<file path="src/rtl/ahb_bus_arbiter.sv">
// Round-robin AHB-Lite bus arbiter. Issues a one-hot HGRANT, tracks the
// address-phase owner on HMASTER/HMASTLOCK, and only re-arbitrates at burst
// boundaries or when a locked sequence has been released.
module ahb_bus_arbiter #(
  parameter int unsigned MASTERS_NUM = 4,
  parameter int unsigned MIDX_W      = $clog2(MASTERS_NUM)
) (
  input  logic                   HCLK,
  input  logic                   HRESETn,
  input  logic [MASTERS_NUM-1:0] HBUSREQ,
  input  logic [MASTERS_NUM-1:0] HLOCK,
  input  logic [1:0]             HTRANS,
  input  logic [2:0]             HBURST,
  input  logic                   HREADY,
  output logic [MASTERS_NUM-1:0] HGRANT,
  output logic [MIDX_W-1:0]      HMASTER,
  output logic                   HMASTLOCK
);

  localparam logic [1:0] TransIdle   = 2'b00;
  localparam logic [1:0] TransBusy   = 2'b01;
  localparam logic [1:0] TransNonseq = 2'b10;
  localparam logic [1:0] TransSeq    = 2'b11;

  localparam logic [2:0] BurstSingle = 3'b000;
  localparam logic [2:0] BurstIncr   = 3'b001;

  // The round-robin pointer always equals the granted index (both reset to 0
  // and both load the winner), so one register serves as both.
  logic [MIDX_W-1:0] grant_idx_q, grant_idx_d;
  logic [MIDX_W-1:0] hmaster_q;
  logic              hmastlock_q;
  logic [4:0]        beat_cnt_q, beat_cnt_d;

  logic [4:0]        burst_len;
  logic              fixed_burst;
  logic              arb_ok;
  logic              win_found;
  logic [MIDX_W-1:0] win_idx;
  logic [MIDX_W:0]   cand_sum;
  logic [MIDX_W-1:0] cand_idx;

  // Decode burst length; INCR has no defined length and decodes to 0.
  always_comb begin
    unique case (HBURST)
      3'b000:         burst_len = 5'd1;
      3'b001:         burst_len = 5'd0;
      3'b010, 3'b011: burst_len = 5'd4;
      3'b100, 3'b101: burst_len = 5'd8;
      default:        burst_len = 5'd16;
    endcase
    fixed_burst = (HBURST != BurstSingle) && (HBURST != BurstIncr);
  end

  // Beat counter: remaining beats after the current one.
  always_comb begin
    beat_cnt_d = beat_cnt_q;
    if (HREADY) begin
      if (HTRANS == TransNonseq) begin
        beat_cnt_d = (HBURST == BurstIncr) ? 5'd0 : burst_len - 5'd1;
      end else if ((HTRANS == TransSeq) && (beat_cnt_q != 5'd0)) begin
        beat_cnt_d = beat_cnt_q - 5'd1;
      end
    end
  end

  // Re-arbitration point: last beat of a transfer/burst, never during BUSY
  // or while the granted master holds HLOCK.
  always_comb begin
    arb_ok = HREADY && !HLOCK[grant_idx_q] && (HTRANS != TransBusy) &&
             ((HTRANS == TransIdle) ||
              ((HTRANS == TransNonseq) && (burst_len == 5'd1)) ||
              ((HTRANS == TransSeq) && (beat_cnt_q == 5'd1) && fixed_burst) ||
              ((HBURST == BurstIncr) && !HBUSREQ[grant_idx_q]));
  end

  // Round-robin search starting one past the current owner, wrapping; the
  // owner itself is visited last.
  always_comb begin
    win_found = 1'b0;
    win_idx   = grant_idx_q;
    cand_sum  = '0;
    cand_idx  = '0;
    for (int unsigned i = 1; i <= MASTERS_NUM; i++) begin
      cand_sum = {1'b0, grant_idx_q} + (MIDX_W + 1)'(i);
      if (cand_sum >= (MIDX_W + 1)'(MASTERS_NUM)) begin
        cand_sum = cand_sum - (MIDX_W + 1)'(MASTERS_NUM);
      end
      cand_idx = cand_sum[MIDX_W-1:0];
      if (!win_found && HBUSREQ[cand_idx]) begin
        win_found = 1'b1;
        win_idx   = cand_idx;
      end
    end
    // No requester: park on the last owner.
    grant_idx_d = (arb_ok && win_found) ? win_idx : grant_idx_q;
  end

  // Grant, owner and beat-counter state; owner lags grant by one ready edge.
  always_ff @(posedge HCLK or negedge HRESETn) begin
    if (!HRESETn) begin
      grant_idx_q <= '0;
      hmaster_q   <= '0;
      hmastlock_q <= 1'b0;
      beat_cnt_q  <= '0;
    end else begin
      grant_idx_q <= grant_idx_d;
      beat_cnt_q  <= beat_cnt_d;
      if (HREADY) begin
        hmaster_q   <= grant_idx_q;
        hmastlock_q <= HLOCK[grant_idx_q];
      end
    end
  end

  // One-hot grant decoded from the registered index.
  always_comb begin
    HGRANT              = '0;
    HGRANT[grant_idx_q] = 1'b1;
  end

  assign HMASTER   = hmaster_q;
  assign HMASTLOCK = hmastlock_q;

  grant_onehot_a: assert property (@(posedge HCLK) disable iff (!HRESETn) $onehot(HGRANT));

endmodule

</file>
<file path="config.mk">
export PLATFORM = sky130hd
export DESIGN_NAME = ahb_bus_arbiter
export DESIGN_NICKNAME = d
export VERILOG_FILES = /design/src/rtl/ahb_bus_arbiter.sv
export SDC_FILE = /design/constraint.sdc
export NUM_CORES = 1
export LEC_CHECK = 0
export CAP_MARGIN = 20
export CORE_MARGIN = 5
export CORE_UTILIZATION = 45
export DETAILED_ROUTE_END_ITERATION = 12
export PLACE_DENSITY = 0.74
export SYNTH_ARGS = -nofsm -noshare
export SYNTH_HDL_FRONTEND = slang
export SYNTH_SLANG_ARGS = --single-unit
</file>
<file path="constraint.sdc">
create_clock -name HCLK -period 4.45 [get_ports HCLK]
set_input_delay 0.6675 -clock HCLK [delete_from_list [all_inputs] [get_ports HCLK]]
set_output_delay 0.6675 -clock HCLK [all_outputs]
set_load 0.005 [all_outputs]
</file>
## Word level (Yosys, flattened, before mapping)

Index checks and enable logic that the tools add are counted.

| word-level totals | value |
|---|---|
| bits in registers | 10 |
| output and inout bits | 7 |
| input port bits | 16 |

| cells by class | value |
|---|---|
| muxes and demuxes | 30 |
| equal/unequal tests | 11 |
| order comparisons | 10 |
| $add $sub $neg | 10 |
| reduce and logical (&&, ||, !) cells | 32 |

Operators by type and width:

| kind | count |
|---|---|
| 5-bit case mux with 4 select lines | 1 |
| 2-bit 2-to-1 mux | 8 |
| 2-bit by 3-bit < comparator with 1-bit output, second input constant | 5 |
| 5-bit 2-to-1 mux | 3 |
| 1-bit logical AND | 14 |
| 1-bit binary-select mux with 2-bit select | 6 |
| 3-bit >= comparator, second input constant | 4 |
| 1-bit 2-to-1 mux | 11 |
| 5-bit by 1-bit == test with 1-bit output, second input constant | 2 |
| 5-bit by 1-bit subtractor with 5-bit output, second input constant | 2 |
| 2-bit by 1-bit subtractor with 2-bit output, second input constant | 4 |
| 2-bit by 2-bit adder with 3-bit output, second input constant | 2 |
| 3-bit by 2-bit == test with 1-bit output, second input constant | 2 |
| 3-bit == test, second input constant | 2 |
| 1-bit logical NOT | 5 |
| 5-bit nonzero test | 1 |
| 2-bit == test, second input constant | 2 |
| 2-bit AND reduction | 2 |
| 4-bit nonzero test | 1 |
| 2-bit OR reduction | 2 |
| 2-bit by 1-bit adder with 3-bit output, second input constant | 1 |
| 2-bit by 3-bit adder with 3-bit output, second input constant | 1 |
| 3-bit by 1-bit == test with 1-bit output, second input constant | 1 |
| 3-bit logical NOT | 1 |
| other kinds (8) | 10 |

## Longest topological paths before layout

| depth | value |
|---|---|
| depth after elaboration | 17 |
| depth in mapped cells | 8 |
| gate-level depth less buffers | 7 |

## Worst setup path after synthesis

OpenSTA, ideal clock, no wires.

| path | value |
|---|---|
| path type | input-to-reg |
| start point | in HLOCK[3] |
| end point | reg grant_idx_q[1] |
| required time | 4.325 ns |
| slack | 2.327 ns |
| stages on the path | 5 |
| arrival time | 1.999 ns |
| setup time | 0.125 ns |
| path through | mux4_2 a2111oi_2 o21ai_1 a21oi_1 mux2_2 |

| between the ends | value |
|---|---|
| cells in the longest elaborated chain, start to end | 8 |

Ends and longest elaborated chain:

| item | RTL line | source |
|---|---|---|
| start: declaration | 11 | `input logic [MASTERS_NUM-1:0] HLOCK,` |
| 1-bit binary-select mux with 2-bit select | 70 | `arb_ok = HREADY && !HLOCK[grant_idx_q] && (HTRANS != TransBusy) &&` |
| 1-bit 2-to-1 mux (not written as such) | 70 |  |
| 1-bit logical NOT | 70 |  |
| 1-bit logical AND (3 in a row) | 70 |  |
| 1-bit logical AND | 96 | `grant_idx_d = (arb_ok && win_found) ? win_idx : grant_idx_q;` |
| 2-bit AND reduction (no source line) | -- |  |
| end signal: assignment | 107 | `grant_idx_q <= grant_idx_d;` |
| end: declaration | 30 | `logic [MIDX_W-1:0] grant_idx_q, grant_idx_d;` |

No other way between the ends. The select of a mux whose other input is x is not followed.
A chain may end at the register's enable or synchronous reset.

## Worst setup path in the final report

| path | value |
|---|---|
| start point | reg grant_idx_q[0] |
| end point | out HGRANT[0] |

| between the ends | value |
|---|---|
| cells in the longest elaborated chain, start to end | 4 |
| elaborated cells on any way between the ends | 5 |
| classes of those cells | order compare: 2; mux: 2; reduce/logical: 1 |

Ends and longest elaborated chain:

| item | RTL line | source |
|---|---|---|
| 2-bit by 3-bit < comparator with 1-bit output (not written as such) or 2-bit by 1-bit >= comparator with 1-bit output (tied branches) | 119 | `HGRANT[grant_idx_q] = 1'b1;` |
| 1-bit logical AND (not written as such) | 119 |  |
| 1-bit 2-to-1 mux (not written as such) | 119 |  |
| 1-bit demux with 2-bit select * | 119 |  |
| end: declaration | 15 | `output logic [MASTERS_NUM-1:0] HGRANT,` |

Mark *: on every way between the ends. The rest lies on a longest branch, timed or not.

==> out/metrics.cfg <==
[outcome]
status = finished clean

[clock_tree]
clkTransAtPathRegs_ps = 60
post_cts_buffers = 0
clock-root-buffer = clkbuf_4
ctsLongestPathBuffers = 2
cts_resized = 0
insertion_delay_ps = 270
clock_sinks = 10
cts_tree = done
cts_made_buffers = 3
cts_hold_buf = 0
cts_htree_levels = 1

[synth]
synth_area_leader_cell = dfrtp_1
synthArstFlopShare_pct = 100
syn_inst = 101
synth_warnings = 0
synth-edff-count = 0
synth_flop_cell = dfrtp_1
yosys.area.top_type_share_pct = 26.4
yosysSeqAreaShare_pct = 26.4
synth-seq-cells = 10
yosys.cell_types.count = 36
syn-num-nets = 127
syn_area_um2 = 947
synth.area.top_cells = dfrtp_1, ha_1, mux4_2, mux2_2, nor2_1
synth.avg_cell_area_um2 = 9.38

[critical_path]
r2r_slack_ps = 2170
path_max_fanout = 13
cp-end-kind = primary output
critPathKind = flop to primary output
startpoint = grant_idx_q[0]
worstPathRequired_ps = 3780
arrival_ps = 1810
r2r_start = grant_idx_q[0]
crit_path_start_kind = flop

[flow_run]
maxCapViolCount = 0

[hold_path]
hp-class = flop to flop
min_from = HMASTLOCK

[timing]
finalCriticalPeriod_ps = 2480
finalCritPeriodShare_pct = 55.6
worst_pin_slew_ps = 687
fmax_mhz = 404
slew_violations = 0
rsz0062_at_grt = no
fin_ws_ps = 1970
hold_viol_final = 0
setup_violations = 0
slew_headroom_pct = 54.0
final.setup.tns_ps = 0
finClkSkew_ps = 4.37

[floorplanning]
io_pins = 23
die_h_um = 55.9
dieArea_mm2 = 0.00312
rows = 16
core_area_mm2 = 0.00198
die_w_um = 55.9
start_util_pct = 47.8

[grt]
grt_remaining_overflow = 0
grt_max_degree = 14
grt_pass1_wl_um = 3460
antenna_found_initial = 0
track_usage_pct = 13.6
grt_pass1_vias = 790

[layout]
drive_above_1_share_pct = 13.0
final_nets = 150
n_antenna_cell = 0
fin_area_mm2 = 0.00120
fillers = 174
syn2layout_area_growth_pct = 27.2
ff_latch_area_um2 = 250
multi_input_area_um2 = 627

[detailed_routing]
routed_wl_um = 2010
viasPerCell = 5.49
via_count = 823
ant_nets = 0
wl_per_cell_um = 13.4
first_pass_iters = 4
drc = 0
drt_iter0_drc = 30

[power]
p_leak_nw = 0.507
vdd_drop_max_v = 0.000371
powerDensity_mw_per_mm2 = 504

[placed_design]
io_buffers = 22
pre_cts_slack_ps = 1850
dp_hpwl_um = 1580
place_area_mm2 = 0.00117
gp_congestion = 0.826

## logic make-up (layout without fill, tap and decap cells)
family	count (synthesis)	count (layout)	synth area share, %
simple gates	29	29	14.9
compound gates	27	27	20.3
buf+inv	14	36	7.40
fa+ha+maj	10	10	13.2
mux	10	10	16.8
flops	10	10	26.4
xor+xnor	1	1	0.925
## worst max-delay path: stages (launching register included)
cell,delay (ps)
dfrtp_1,660
inv_1,210
ha_1,240
clkdlybuf4s50_1,440
## synth_stat cells (2+ instances only)
master / n
a31oi_1: 2
dfrtp_1: 10
o21ai_0: 8
mux2i_1: 2
nor3_1: 4
mux2_2: 4
inv_1: 9
o31ai_1: 2
a21oi_1: 4
mux4_2: 3
o22a_1: 2
ha_1: 10
clkbuf_1: 2
nand2_1: 6
nor2_1: 12
## cell usage in the layout (no fill, tap or decap), drive strengths merged, types with 2 or more instances in the layout
cell type / n
clkdlybuf4s50: 22
nor2: 12
dfrtp: 10
ha: 10
inv: 9
o21ai: 9
nand2: 6
nor3: 4
a21oi: 4
mux2: 4
mux4: 4
clkbuf: 4
o31ai: 2
mux2i: 2
a31oi: 2
o22a: 2
## report_power, final
| group | internal [mW] | leakage (nW) | switching, mW | total [mW] |
|---|---|---|---|---|
| registers | 0.134 | 0.119 | 0.0637 | 0.198 |
| logic | 0.193 | 0.367 | 0.137 | 0.330 |
| clock network | 0.0497 | 0.0210 | 0.0308 | 0.0805 |
| total | 0.377 | 0.507 | 0.231 | 0.608 |
## layer usage
layer  GRT usage, %  wire length, um
met1           14.4              829
met2           24.8             1010
met3           5.57              151
met4           3.73               22
met5              0                0
## flip-flops by register name (all words and copies together) (netlist names)
name         count
beat_cnt_q       5
grant_idx_q      2
HMASTER          2
HMASTLOCK        1
## final timing paths
path / to / cells past startpoint
max in group asynchronous: beat_cnt_q[4] / 1
max reg2reg: grant_idx_q[1] / 5
min reg2reg: HMASTLOCK / 1
max: HGRANT[0] / 3
min: HMASTLOCK / 1
min in group asynchronous: HMASTER[1] / 1
## area by class of cell
type                            count  share of cell area, %
Multi-Input combinational cell     77                   52.0
Sequential cell                    10                   20.8
Inverter                           10                   3.12
Clock buffer                        4                   3.01
Tap cell                           27                   2.80
Timing Repair Buffer               22                   18.3
## metrics by stage
| step | utilization [%] | instances | hold WS [ps] | power (mW) |
|---|---|---|---|---|
| 4_1_cts | 60.8 | 150 | 513 | 0.615 |
| 3_5_place_dp | 59.0 | 146 | 497 | 0.531 |
| 3_3_place_gp | 59.0 | 146 | 489 | 0.524 |
| 5_1_grt | 60.8 | 150 | 521 | 0.667 |
| 2_1_floorplan | - | 101 | 372 | 0.423 |
| 6_report | 60.8 | 150 | 508 | 0.608 |
(Power assumes the default switching activity.)
